$ cat config.mk
export PLATFORM = sky130hd
export DESIGN_NAME = piezo_arbiter
export DESIGN_NICKNAME = d
export VERILOG_FILES = /design/src/rtl/piezo_arb_pkg.sv /design/src/rtl/tone_gen.sv /design/src/rtl/piezo_arbiter.sv
export SDC_FILE = /design/constraint.sdc
export NUM_CORES = 1
export LEC_CHECK = 0
export BUFFER_PORTS_ARGS = -buffer_cell sky130_fd_sc_hd__buf_2
export CAP_MARGIN = 20
export CORE_MARGIN = 4
export CORE_UTILIZATION = 40
export CTS_CLUSTER_SIZE = 10
export DETAILED_ROUTE_END_ITERATION = 7
export GPL_TIMING_DRIVEN = 0
export PLACE_DENSITY = 0.68
export SETUP_SLACK_MARGIN = 0.1
export SLEW_MARGIN = 20
export SYNTH_ARGS = -nofsm -noshare
export SYNTH_HDL_FRONTEND = slang
export SYNTH_HIERARCHICAL = 1
export SYNTH_SLANG_ARGS = --single-unit
$ cat constraint.sdc
create_clock -name clk -period 4.1 [get_ports clk]
set_clock_uncertainty 0.05 [all_clocks]
set_input_delay 0.82 -clock clk [delete_from_list [all_inputs] [get_ports clk]]
set_output_delay 0.82 -clock clk [all_outputs]
set_load 0.05 [all_outputs]
$ cat src/rtl/piezo_arb_pkg.sv
// rtl/piezo_arb_pkg.sv - shared constants, FSM encoding and priority helpers for piezo_arbiter
package piezo_arb_pkg;

    localparam int NUM_REQ = 5;

    localparam int ENGINE_IDX  = 0;
    localparam int TURN_IDX    = 1;
    localparam int REVERSE_IDX = 2;
    localparam int ESS_IDX     = 3;
    localparam int HORN_IDX    = 4;

    typedef enum logic [1:0] {
        ST_IDLE = 2'd0,
        ST_PLAY = 2'd1,
        ST_GAP  = 2'd2
    } state_t;

    // One-hot of the highest set request bit (higher index wins).
    function automatic logic [NUM_REQ-1:0] pick_highest(input logic [NUM_REQ-1:0] r);
        logic [NUM_REQ-1:0] g;
        g = '0;
        for (int i = 0; i < NUM_REQ; i++) begin
            if (r[i]) begin
                g    = '0;
                g[i] = 1'b1;
            end
        end
        return g;
    endfunction

    // Mask of requester bits strictly above the one-hot owner.
    function automatic logic [NUM_REQ-1:0] above_mask(input logic [NUM_REQ-1:0] owner);
        logic [NUM_REQ-1:0] m;
        logic               seen;
        m    = '0;
        seen = 1'b0;
        for (int i = 0; i < NUM_REQ; i++) begin
            m[i] = seen;
            seen = seen | owner[i];
        end
        return m;
    endfunction

endpackage

$ cat src/rtl/tone_gen.sv
// rtl/tone_gen.sv - half-period counter and toggle flop producing the piezo square wave
//
// Ports:
//   clk, rst_n   clock, asynchronous active-low reset
//   en           count while high; wave forced low when low
//   clear        restart the tone: counter and wave back to zero
//   half_period  live half-period in clk cycles; zero holds the wave low
//   wave         square-wave output
module tone_gen
    import piezo_arb_pkg::*;
#(
    parameter int HP_W = 16
) (
    input  logic            clk,
    input  logic            rst_n,
    input  logic            en,
    input  logic            clear,
    input  logic [HP_W-1:0] half_period,
    output logic            wave
);

    logic [HP_W-1:0] cnt;

    always_ff @(posedge clk or negedge rst_n) begin
        if (!rst_n) begin
            cnt  <= '0;
            wave <= 1'b0;
        end else if (clear || !en || (half_period == '0)) begin
            cnt  <= '0;
            wave <= 1'b0;
        end else if (cnt >= half_period - HP_W'(1)) begin
            // ">=" so a live shrink below the running count toggles at once
            cnt  <= '0;
            wave <= ~wave;
        end else begin
            cnt <= cnt + HP_W'(1);
        end
    end

endmodule

$ cat src/rtl/piezo_arbiter.sv
// rtl/piezo_arbiter.sv - fixed-priority piezo tone arbiter with hold time and silent gap
//
// Ports:
//   clk, rst_n    clock, asynchronous active-low reset
//   tick_1ms      one-clk strobe every millisecond
//   mute          forces idle and silence
//   req[4:0]      engine, turn, reverse, ESS, horn (horn highest)
//   half_period   packed half-periods, slice i belongs to req[i]
//   grant         one-hot current owner
//   piezo_out     square-wave drive
//   active        high while a tone is playing
// Build option: PIEZO_ARB_HORN_PREEMPT_EN lets the horn take over immediately.
module piezo_arbiter
    import piezo_arb_pkg::*;
#(
    parameter int HP_W    = 16,
    parameter int HOLD_MS = 20,
    parameter int GAP_MS  = 5
) (
    input  logic                    clk,
    input  logic                    rst_n,
    input  logic                    tick_1ms,
    input  logic                    mute,
    input  logic [NUM_REQ-1:0]      req,
    input  logic [NUM_REQ*HP_W-1:0] half_period,
    output logic [NUM_REQ-1:0]      grant,
    output logic                    piezo_out,
    output logic                    active
);

    localparam int HOLD_W = $clog2(HOLD_MS + 1);
    localparam int GAP_W  = $clog2(GAP_MS + 1);
    localparam logic [HOLD_W-1:0] HOLD_MAX = HOLD_W'(HOLD_MS);
    localparam logic [GAP_W-1:0]  GAP_LAST = GAP_W'(GAP_MS - 1);

    state_t               state_q, state_d;
    logic [NUM_REQ-1:0]   grant_q, grant_d;
    logic [HOLD_W-1:0]    hold_q, hold_d;
    logic [GAP_W-1:0]     gap_q, gap_d;
    logic                 tone_clear;
    logic [HP_W-1:0]      hp_sel;

    always_comb begin
        hp_sel = '0;
        for (int i = 0; i < NUM_REQ; i++) begin
            if (grant_q[i]) hp_sel = half_period[i*HP_W +: HP_W];
        end
    end

    always_ff @(posedge clk or negedge rst_n) begin
        if (!rst_n) begin
            state_q <= ST_IDLE;
            grant_q <= '0;
            hold_q  <= '0;
            gap_q   <= '0;
        end else begin
            state_q <= state_d;
            grant_q <= grant_d;
            hold_q  <= hold_d;
            gap_q   <= gap_d;
        end
    end

    always_comb begin
        state_d    = state_q;
        grant_d    = grant_q;
        hold_d     = hold_q;
        gap_d      = gap_q;
        tone_clear = 1'b0;
        case (state_q)
            ST_IDLE: begin
                grant_d    = '0;
                hold_d     = '0;
                gap_d      = '0;
                tone_clear = 1'b1;
                if (|req) begin
                    grant_d = pick_highest(req);
                    state_d = ST_PLAY;
                end
            end
            ST_PLAY: begin
                if (tick_1ms && (hold_q != HOLD_MAX)) hold_d = hold_q + HOLD_W'(1);
                // Owner drop is checked first so it wins over a coincident preemption.
                if ((req & grant_q) == '0) begin
                    state_d    = ST_GAP;
                    grant_d    = '0;
                    gap_d      = '0;
                    tone_clear = 1'b1;
                end
`ifdef PIEZO_ARB_HORN_PREEMPT_EN
                else if (req[HORN_IDX] && !grant_q[HORN_IDX]) begin
                    grant_d          = '0;
                    grant_d[HORN_IDX] = 1'b1;
                    hold_d           = '0;
                    tone_clear       = 1'b1;
                end
`endif
                else if (|(req & above_mask(grant_q)) && (hold_q == HOLD_MAX)) begin
                    state_d    = ST_GAP;
                    grant_d    = '0;
                    gap_d      = '0;
                    tone_clear = 1'b1;
                end
            end
            ST_GAP: begin
                grant_d    = '0;
                tone_clear = 1'b1;
                if (tick_1ms) begin
                    if (gap_q == GAP_LAST) begin
                        state_d = ST_IDLE;
                        gap_d   = '0;
                    end else begin
                        gap_d = gap_q + GAP_W'(1);
                    end
                end
            end
            default: begin
                state_d    = ST_IDLE;
                grant_d    = '0;
                tone_clear = 1'b1;
            end
        endcase
        if (mute) begin
            state_d    = ST_IDLE;
            grant_d    = '0;
            hold_d     = '0;
            gap_d      = '0;
            tone_clear = 1'b1;
        end
    end

    tone_gen #(.HP_W(HP_W)) u_tone_gen (
        .clk         (clk),
        .rst_n       (rst_n),
        .en          (state_q == ST_PLAY),
        .clear       (tone_clear),
        .half_period (hp_sel),
        .wave        (piezo_out)
    );

    assign grant  = grant_q;
    assign active = (state_q == ST_PLAY);

endmodule

==> impl_metrics.yaml, run 1 <==
outcome:
  status: "finished with violations"
  violations: "negative setup slack"
floorplan:
  io_pins: 96
  fp.dieH_um: 94.7
  die_width_um: 94.7
  coreArea_um2: 7290
  rows: 31
  start_util_pct: 41.2
  die_area_um2: 8970
sta:
  fmax_ghz: 0.226
  period_needed_ns: 4.43
  setup-tns-final_ns: -4.69
  period_share_pct: 108
  hold_ws_ns: 0.521
  final_hold_viol_count: 0
  setup_viol: 17
  grt_setup_unrepaired: "yes"
  slew_headroom_pct: 39.8
  worst_slew_pin_slew_ns: 0.893
  slew_viol_final: 0
  fin_ws_ns: -0.328
critical_path:
  path_cells: "and2b_2, buf_6, a221oi_2, o31a_1, o21ai_2, or4_4, or3_4, or3_4, nor2_2, xnor2_1, ha_1, a21oi_1, nor2_2, a211oi_2, o211ai_1, buf_4, buf_6, nor3_4"
  critPathLaunchType: "register"
  crit_required_ns: 4.26
  path_class: "register to register"
  cp_slowest_stage_delay_ns: 0.52
  path_buf_inv: 3
  critical-path-top-delay-family: "simple AND/OR/NAND/NOR gates"
  critPathSlowestCell: "or4_4"
  endpoint_kind: "register"
  r2r_end: "u_tone_gen/cnt[3]$_DFF_PN0_"
  critPathArrivalTime_ns: 4.59
  critPathMaxFanout: 7
  r2r-start: "grant[1]$_DFFE_PN0N_"
  r2r_cells: 18
  rrSetupSlack_ns: -0.33
cells_and_area:
  drive_gt1_share_pct: 38.8
  final_cell_mix: "buf_2 (99), nand2_1 (42), dfrtp_1 (27)"
  fin_nets: 597
  final_common_cell: "buf_2"
  regArea_um2: 807
  antenna_cells: 0
  layout.cells.non_filler: 586
  syn2layout_area_growth_pct: 37.6
  num-fill-cells: 707
  multiInputGateArea_um2: 2300
cts:
  clockBufferDepth: 2
  clk_transition_reported_paths_ns: 0.07
  clkSinkCount: 32
  cts_hold_buf: 0
  clockRootBuffer: "clkbuf_8"
  cts_made_buffers: 5
  htree_levels: 2
  clock_latency_ns: 0.28
  cts_tree: "yes"
pwr:
  p_leak_nw: 1.75
  power.density_nw_per_um2: 256
  vdd_drop_max_mv: 0.192
  power_mw: 1.06
placed_design:
  dp.cells: 560
  dp_hpwl_um: 6940
  routabilityCongestion: 0.857
  io_buffers: 94
  dp_slack_ns: -0.923
min_path:
  hold_end: "gap_q[1]$_DFFE_PN0P_"
  whs_path_depth: 2
  hold_class: "register to register"
  hold_start: "gap_q[1]$_DFFE_PN0P_"
global_routing:
  grt_util_all_layers_pct: 19.4
  grt_max_degree: 33
  grt_pass1_wl_um: 14000
  grt_pass1_vias: 3101
  grt_overflow: 0
  antenna_found_initial: 0
route:
  wl_per_cell_um: 15.6
  routed_wl_um: 9150
  first_pass_iters: 5
  vias: 3179
  viasPerCell: 5.42
  antenna_left: 0
  drtIter0Drc: 101
  drcViolationCount: 0
synth:
  synth_edf_count: 0
  syn_nets: 478
  syn-instance-count: 367
  ys_warn_count: 6
  synth_ff_type: "dfrtp_1"
  synth.ff_latch_count: 32
  yosysUniqueCellTypes: 56
  synth_area_um2: 3010
  synth.avg_cell_area_um2: 8.19
  ys_seq_area_share_pct: 26.6
  ys_async_sr_fraction_pct: 100
job:
  cap_viol_max_count: 0
==> logic make-up (layout without fill, tap and decap cells) <==
family	after synthesis	after routing	share of synthesized area, %
fa+ha+maj	22	22	9.16
compound gates	98	98	23.9
mux	1	1	0.375
xor+xnor	27	27	7.86
flops	32	32	26.6
buf+inv	36	156	5.20
simple gates	151	151	26.9
==> synth_stat cells (2+ instances only) <==
cell type / count / share of area [%]
a21oi_1: 17 / 2.8
a221oi_1: 15 / 4.4
a22o_1: 5 / 1.5
a22oi_1: 2 / 0.50
a31oi_1: 3 / 0.62
and2b_1: 2 / 0.50
buf_2: 6 / 1.0
clkbuf_1: 12 / 1.5
dfrtp_1: 32 / 27
ha_1: 22 / 9.2
inv_1: 15 / 1.9
nand2_1: 43 / 5.4
nand2b_1: 2 / 0.42
nand3_1: 12 / 2.0
nand4_1: 6 / 1.2
nor2_1: 17 / 2.1
nor2b_1: 22 / 4.6
nor3_1: 27 / 4.5
nor4_1: 3 / 0.62
o211ai_1: 2 / 0.50
o21ai_0: 19 / 3.2
o21ai_2: 2 / 0.58
o31a_1: 15 / 4.4
o31ai_1: 5 / 1.2
or3_4: 2 / 0.75
or4_1: 3 / 0.75
or4b_1: 2 / 0.67
xnor2_1: 17 / 5.0
xor2_1: 10 / 2.9
==> state kept, by name (all words and copies together), names as in the netlist <==
name and flops:
u_tone_gen/cnt 16, state_q 2, grant 5, u_tone_gen/wave 1
hold_q 5, gap_q 3
==> tightest hold or removal path, cell delays in order, from the launching register on <==
cell and delay, ns:
dfrtp_1 0.34, inv_1 0.08, o21ai_2 0.12
==> through the flow <==
stage	instance area [um^2]	utilization [%]
after floorplan	3090	-
after global placement	3680	50.5
after detailed placement	3680	50.5
after CTS	3970	54.5
after global routing	4140	56.7
final	4140	56.7
==> how the worst max path moves through the flow <==
stage                               from                           end  slack, ns  depth (start not counted)
floorplan           grant[1]$_DFFE_PN0N_   u_tone_gen/wave$_DFFE_PN0P_      -0.21                         14
global placement         half_period[18]  u_tone_gen/cnt[10]$_DFF_PN0_      -0.89                         16
detailed placement       half_period[18]  u_tone_gen/cnt[11]$_DFF_PN0_      -0.92                         16
CTS                 grant[1]$_DFFE_PN0N_   u_tone_gen/wave$_DFFE_PN0P_      -0.31                         16
global route        grant[1]$_DFFE_PN0N_   u_tone_gen/cnt[3]$_DFF_PN0_      -0.52                         18
finish              grant[1]$_DFFE_PN0N_   u_tone_gen/cnt[3]$_DFF_PN0_      -0.33                         18
==> metal layers <==
layer  up-vias  wire (um)  part of all wire (%)  GRT usage (%)
met5         -          0                     0              0
met2        85       4670                    51           35.1
li1       1594          -                     -              -
met1      1490       3800                    42           23.5
met4         0        109                   1.2           4.93
met3        10        572                   6.3           3.51
==> cell type report <==
class                      count  share of cell area [%]
multi-input combinational    299                    55.6
sequential                    32                    19.5
timing repair buffer         112                    14.9
buffer                        20                    3.02
tap                           99                    2.99
clock buffer                   8                    2.42
inverter                      16                    1.51
==> repair_timing <==
item,4_1_cts,5_1_grt
cloned,1,0
pin swaps,5,13
buffers inserted,13,4
setup endpoints to repair,17,17
resized for setup,22,30
==> where the power goes <==
group | switching, mW | leakage, nW | internal, mW
logic | 0.254 | 1.26 | 0.210
registers | 0.00788 | 0.436 | 0.323
clock network | 0.112 | 0.0515 | 0.153
total | 0.374 | 1.75 | 0.686
(Power assumes the default switching activity.)
==> inputs of run 2 (changes only) <==
- ABC_AREA: unset -> 1
- PLACE_DENSITY: 0.68 -> 0.67
==> run 2 against run 1 <==
  * The flow now finishes without violations
  * Clock power is 7% lower
  * Clock-buffer cell count stayed put
  * Final cell count is 16% higher
  * Global-route usage is 0.75 points lower
  * Die area is 5.4% higher
  * Synthesized cell count is 30% higher
  * Wire length is 4.8% lower
  * Sequential power is 3% higher
  * Core utilization is 6.6 points lower
  * Synthesized area is 5.9% higher
  * Largest cell class unchanged
==> impl_metrics.yaml, run 2 <==
cells_and_area:
  largest_reg_flops: 16
  layout.cells.non_filler: 681
  final_cell_area_um2: 3880
  largest_register: "u_tone_gen/cnt"
  utilization_pct: 50.2
  multiInputGateArea_um2: 2100
  regArea_um2: 801
  final_cell_mix: "nand2_1 (112), buf_2 (100), nor2_1 (71)"
  final_common_cell: "nand2_1"
  drive_gt1_share_pct: 25.0
  antenna_cells: 0
  syn2layout_area_growth_pct: 21.8
  fin_nets: 689
  num-fill-cells: 796
critical_path:
  cp-endpoint: "u_tone_gen/cnt[3]$_DFF_PN0_"
  r2r_end: "u_tone_gen/cnt[3]$_DFF_PN0_"
  critPathSlowestCell: "clkbuf_1"
  path_cells: "buf_2, clkinv_1, clkbuf_1, nor2_1, a21oi_1, inv_1, ha_1, nand3_1, nor2_1, nand3_1, xor2_1, inv_1, ha_1, nand2_1, nor3_1, nand2_1, nand2_4, buf_12, nor2_4"
  r2r-start: "grant[4]$_DFFE_PN0N_"
  cp_slowest_stage_delay_ns: 0.47
  crit_required_ns: 4.21
  critPathLaunchType: "register"
  r2r_cells: 19
  rrSetupSlack_ns: 0.60
  endpoint_kind: "register"
  critPathArrivalTime_ns: 3.61
  crit_start: "grant[4]$_DFFE_PN0N_"
  path_class: "register to register"
  critPathMaxFanout: 10
pwr:
  p_sw_uw: 491
  power.density_nw_per_um2: 302
  switching_share_pct: 41.9
  vdd_drop_max_mv: 0.189
  seq_power_share_pct: 29.1
  power_mw: 1.17
  clockPowerShare_pct: 21.1
  p_leak_nw: 1.96
  internal_power_uw: 681
  pwr-share-comb_pct: 49.9
floorplan:
  rows: 32
  io_pins: 96
  die_area_um2: 9450
  coreArea_um2: 7730
  start_util_pct: 41.2
  fp.dieH_um: 97.2
  die_width_um: 97.2
sta:
  period_needed_ns: 3.50
  worst_slew_pin_slew_ns: 0.721
  period_share_pct: 85.4
  hold_ws_ns: 0.415
  setup-tns-final_ns: 0
  slew_viol_final: 0
  final_hold_viol_count: 0
  grt_setup_unrepaired: "no"
  fin_ws_ns: 0.600
  fmax_ghz: 0.286
  slew_headroom_pct: 51.9
  setup_viol: 0
cts:
  cts_hold_buf: 0
  cts_setup_buffers: 0
  clock_latency_ns: 0.28
  clockRootBuffer: "clkbuf_8"
  htree_levels: 2
  cts_made_buffers: 5
  clockBufferDepth: 2
  clkSinkCount: 32
  cts_resized: 0
  cts_tree: "yes"
  clk_transition_reported_paths_ns: 0.06
synth:
  yosysUniqueCellTypes: 34
  syn_nets: 587
  ys_warn_count: 6
  synth.ff_latch_count: 32
  synth.top_cells.by_area: "dfrtp_1 (25%), nand2_1 (13%), a21oi_1 (8.8%), ha_1 (8.6%), nor2_1 (8.4%)"
  synth_top_area_share_pct: 25.2
  ys_seq_area_share_pct: 25.2
  synth_ff_type: "dfrtp_1"
  synth.cells.most_frequent: "nand2_1 (112), nor2_1 (71), a21oi_1 (56), inv_1 (43), dfrtp_1 (32)"
  yosysMostFrequentCell: "nand2_1"
  synth_edf_count: 0
  synth_area_um2: 3180
  ys_async_sr_fraction_pct: 100
  syn-instance-count: 476
  yosysTopAreaCell: "dfrtp_1"
  synth.avg_cell_area_um2: 6.69
global_routing:
  grt_max_degree: 33
  grt_pass1_vias: 3217
  antenna_found_initial: 0
  grt_pass1_wl_um: 14700
  grt_overflow: 0
  grt_util_all_layers_pct: 18.6
placed_design:
  io_buffers: 95
  dp_slack_ns: 0.599
  dp.cells: 673
  dp_hpwl_um: 7270
  routabilityCongestion: 0.966
  place_area_um2: 3790
min_path:
  whs_path_depth: 1
  hold_class: "register to register"
route:
  vias: 3373
  viasPerCell: 4.95
  drtIter0Drc: 157
  wl_per_cell_um: 12.8
  antenna_left: 0
  first_pass_iters: 4
  routed_wl_um: 8710
  drcViolationCount: 0
job:
  cap_viol_max_count: 0
outcome:
  status: "complete, no violations"
-- run 2: cell count changes in the layout (fill, tap and decap cells not counted), moves of 9 or more --
cell	delta
nor3_2	-11
nor2_1	+56
nor2_2	+11
o31a_1	-15
inv_1	+28
nand2_1	+70
a221oi_1	-9
a21oi_1	+39
o211ai_1	+14
nor2b_1	-22
buf_4	-11
nand3_1	+9
-- run 2: power groups by stage --
stage          registers (mW)  logic [mW]  clock network [mW]
2_1_floorplan           0.355       0.420                   0
3_3_place_gp            0.346       0.567                   0
3_5_place_dp            0.346       0.583                   0
4_1_cts                 0.341       0.588               0.257
5_1_grt                 0.342       0.677               0.266
6_report                0.341       0.585               0.247
-- run 2: cells by family (layout without fill, tap and decap cells) --
group	count (synthesis)	count (layout)	synth area share, %
xor gates and xnor gates	28	28	7.70
buffers and inverters	62	165	8.84
DFF	32	32	25.2
adders and majority gates	22	22	8.65
AOI/OAI and AO/OA	83	83	15.0
and+or+nand+nor	249	249	34.7
-- run 2: per-layer routing --
metal | vias to the layer above | part of all wire, % | wire, um | global-route usage [%]
met5 | - | 0 | 0 | 0
met3 | 17 | 6.3 | 548 | 3.73
met4 | 0 | 2.4 | 208 | 6.16
li1 | 1754 | - | - | -
met1 | 1486 | 45 | 3900 | 23.3
met2 | 116 | 47 | 4060 | 31.9
-- run 2: how the worst min path moves through the flow --
stage	end	startpoint
after global routing	u_tone_gen/cnt[0]$_DFF_PN0_	u_tone_gen/cnt[0]$_DFF_PN0_
after detailed placement	u_tone_gen/cnt[0]$_DFF_PN0_	u_tone_gen/cnt[0]$_DFF_PN0_
after floorplan	u_tone_gen/cnt[0]$_DFF_PN0_	u_tone_gen/cnt[0]$_DFF_PN0_
after global placement	u_tone_gen/cnt[0]$_DFF_PN0_	u_tone_gen/cnt[0]$_DFF_PN0_
final	u_tone_gen/cnt[0]$_DFF_PN0_	u_tone_gen/cnt[0]$_DFF_PN0_
after CTS	u_tone_gen/cnt[0]$_DFF_PN0_	u_tone_gen/cnt[0]$_DFF_PN0_
-- run 2: area by class of cell --
class                   instances  share of cell area (%)
flip-flops and latches         32                    20.7
multi-input cells             382                    54.2
clock buffers                   8                    2.32
plain buffers                  15                    2.71
inverters                      47                    4.55
repair buffers                 95                    12.3
well taps                     102                    3.29
-- run 2: worst max-delay path, delay by kind of cell (launching register included) --
kind            cells  cell delay, ns
compound gates      1            0.22
simple gates        9            0.92
flops               1            0.38
xor+xnor            1            0.19
fa+ha+maj           2            0.50
buf+inv             6            1.10
==> inputs of run 3 (changes only) <==
- CORE_UTILIZATION: 40 -> 42
- PLACE_DENSITY: 0.67 -> 0.7
==> run 3 against run 2 <==
  * Core utilization is 3.0 points higher
  * Via count is 0.18% lower
  * Worst hold slack better by 0.012 ns
  * Non-clock buffer count stayed put
  * Register-to-register slack better by 0.03 ns
  * Power decreased by 0.11%
  * Global-route usage grew 0.78 points
  * Final cell count shrank 0.44%
  * First-iteration DRC count down 32%
  * Largest cell class unchanged
==> impl_metrics.yaml, run 3 (synthesis results as in run 2) <==
route:
  viasPerCell: 4.97
  first_pass_iters: 6
  wl_per_cell_um: 12.4
  drtIter0Drc: 107
  vias: 3367
  routed_wl_um: 8440
  drcViolationCount: 0
  antenna_left: 0
cells_and_area:
  final_common_cell: "nand2_1"
  syn2layout_area_growth_pct: 21.8
  num-fill-cells: 735
  antenna_cells: 0
  drive_gt1_share_pct: 25.4
  fin_nets: 689
  largest_register: "u_tone_gen/cnt"
  largest_reg_flops: 16
  final_cell_mix: "nand2_1 (112), buf_2 (100), nor2_1 (71)"
critical_path:
  r2r_end: "u_tone_gen/cnt[8]$_DFF_PN0_"
  crit_required_ns: 4.26
  endpoint_kind: "register"
  critPathArrivalTime_ns: 3.63
  r2r_cells: 20
  critPathLaunchType: "register"
  r2r-start: "grant[3]$_DFFE_PN0N_"
  path_class: "register to register"
  critPathMaxFanout: 10
  rrSetupSlack_ns: 0.63
pwr:
  power_mw: 1.17
  switching_share_pct: 41.7
  vdd_drop_max_mv: 0.149
  internal_power_uw: 682
  power.density_nw_per_um2: 302
  seq_power_share_pct: 29.1
  p_sw_uw: 489
  p_leak_nw: 1.96
  pwr-share-comb_pct: 49.8
  clockPowerShare_pct: 21.1
cts:
  clkSinkCount: 32
  clockBufferDepth: 2
  clk_transition_reported_paths_ns: 0.07
  clock_latency_ns: 0.29
  cts_setup_buffers: 0
  clockRootBuffer: "clkbuf_8"
  cts_tree: "yes"
  cts_made_buffers: 5
  htree_levels: 2
sta:
  setup-tns-final_ns: 0
  final_hold_viol_count: 0
  period_share_pct: 84.7
  hold_ws_ns: 0.426
  fmax_ghz: 0.288
  worst_slew_pin_slew_ns: 0.716
  setup_viol: 0
  grt_setup_unrepaired: "no"
  period_needed_ns: 3.47
  slew_viol_final: 0
  slew_headroom_pct: 52.3
min_path:
  hold_end: "u_tone_gen/cnt[0]$_DFF_PN0_"
  hold_class: "register to register"
  whs_path_depth: 1
  hold_start: "u_tone_gen/cnt[0]$_DFF_PN0_"
floorplan:
  start_util_pct: 43.7
  fp.dieH_um: 95.1
  coreArea_um2: 7290
  die_area_um2: 9040
  rows: 31
  die_width_um: 95.1
  io_pins: 96
placed_design:
  dp_hpwl_um: 7050
  routabilityCongestion: 0.846
  io_buffers: 95
global_routing:
  grt_pass1_wl_um: 14200
  grt_max_degree: 33
  antenna_found_initial: 0
  grt_overflow: 0
  grt_pass1_vias: 3326
  grt_util_all_layers_pct: 19.4
outcome:
  status: "complete, no violations"
job:
  cap_viol_max_count: 0
[run 3: cell count changes in the layout (fill, tap and decap cells not counted)]
| cell | before | now |
|---|---|---|
| clkbuf_1 | 5 | 4 |
| clkbuf_2 | 0 | 1 |
| clkinv_1 | 2 | 1 |
| clkinvlp_4 | 0 | 1 |
[run 3: area by class of cell]
cell class | instances | area [um^2] | area share (%)
multi-input combinational | 382 | 2100 | 54.2
inverter | 47 | 180 | 4.65
buffer | 15 | 106 | 2.74
tap | 99 | 124 | 3.19
timing repair buffer | 95 | 475 | 12.3
clock buffer | 8 | 90.1 | 2.32
sequential | 32 | 801 | 20.7
[run 3: per-stage QoR]
stage	util, %	cells	setup WS [ns]	instance area [um^2]
after floorplan	-	476	0.743	3180
after global placement	51.9	670	0.638	3780
after detailed placement	51.9	670	0.556	3780
after CTS	53.1	678	0.581	3870
after global routing	53.2	678	0.148	3880
final	53.2	678	0.629	3880
[run 3: worst max path at each step]
stage / from / to / slack [ns] / cells past startpoint
after CTS: grant[4]$_DFFE_PN0N_ / u_tone_gen/cnt[8]$_DFF_PN0_ / 0.58 / 20
after global routing: grant[3]$_DFFE_PN0N_ / u_tone_gen/cnt[6]$_DFF_PN0_ / 0.15 / 20
after floorplan: grant[3]$_DFFE_PN0N_ / u_tone_gen/cnt[4]$_DFF_PN0_ / 0.74 / 20
after global placement: half_period[18] / u_tone_gen/cnt[8]$_DFF_PN0_ / 0.64 / 20
final: grant[3]$_DFFE_PN0N_ / u_tone_gen/cnt[8]$_DFF_PN0_ / 0.63 / 20
after detailed placement: half_period[18] / u_tone_gen/cnt[8]$_DFF_PN0_ / 0.56 / 20
[run 3: worst max-delay path: stages, from the launching register on]
cell        delay, ns
dfrtp_1          0.38
buf_2            0.25
clkinvlp_4       0.22
buf_2            0.23
o211ai_1         0.11
a21oi_1          0.11
nor2_1           0.16
nand2_1          0.11
nor2_2           0.21
inv_1            0.09
nor3_2           0.12
xor2_1           0.18
inv_1            0.06
ha_1             0.28
a21o_1           0.18
nor2_1           0.09
nand2_1          0.09
nor2_4           0.12
nand2_4          0.10
buf_12           0.17
nor2_2           0.08
[run 3: power by group through the flow]
stage          combinational [mW]  clock, mW  sequential (mW)
3_3_place_gp                0.564          0            0.346
5_1_grt                     0.676      0.270            0.343
3_5_place_dp                0.581          0            0.347
6_report                    0.583      0.247            0.341
4_1_cts                     0.586      0.258            0.341
2_1_floorplan               0.420          0            0.355
[run 3: routing by layer]
metal / vias to the layer above / track usage, % / wire length [um]
met5: - / 0 / 0
met4: 0 / 6.73 / 157
met3: 12 / 3.31 / 661
met2: 101 / 35.8 / 4030
met1: 1501 / 22.4 / 3590
li1: 1753 / - / -
[run 3: repair_timing]
action                                  in CTS  in global routing
hold buffers                                 0                  0
hold endpoints to repair                     0                  0
gates resized for setup                      0                  3
endpoints found under the setup margin       0                  3
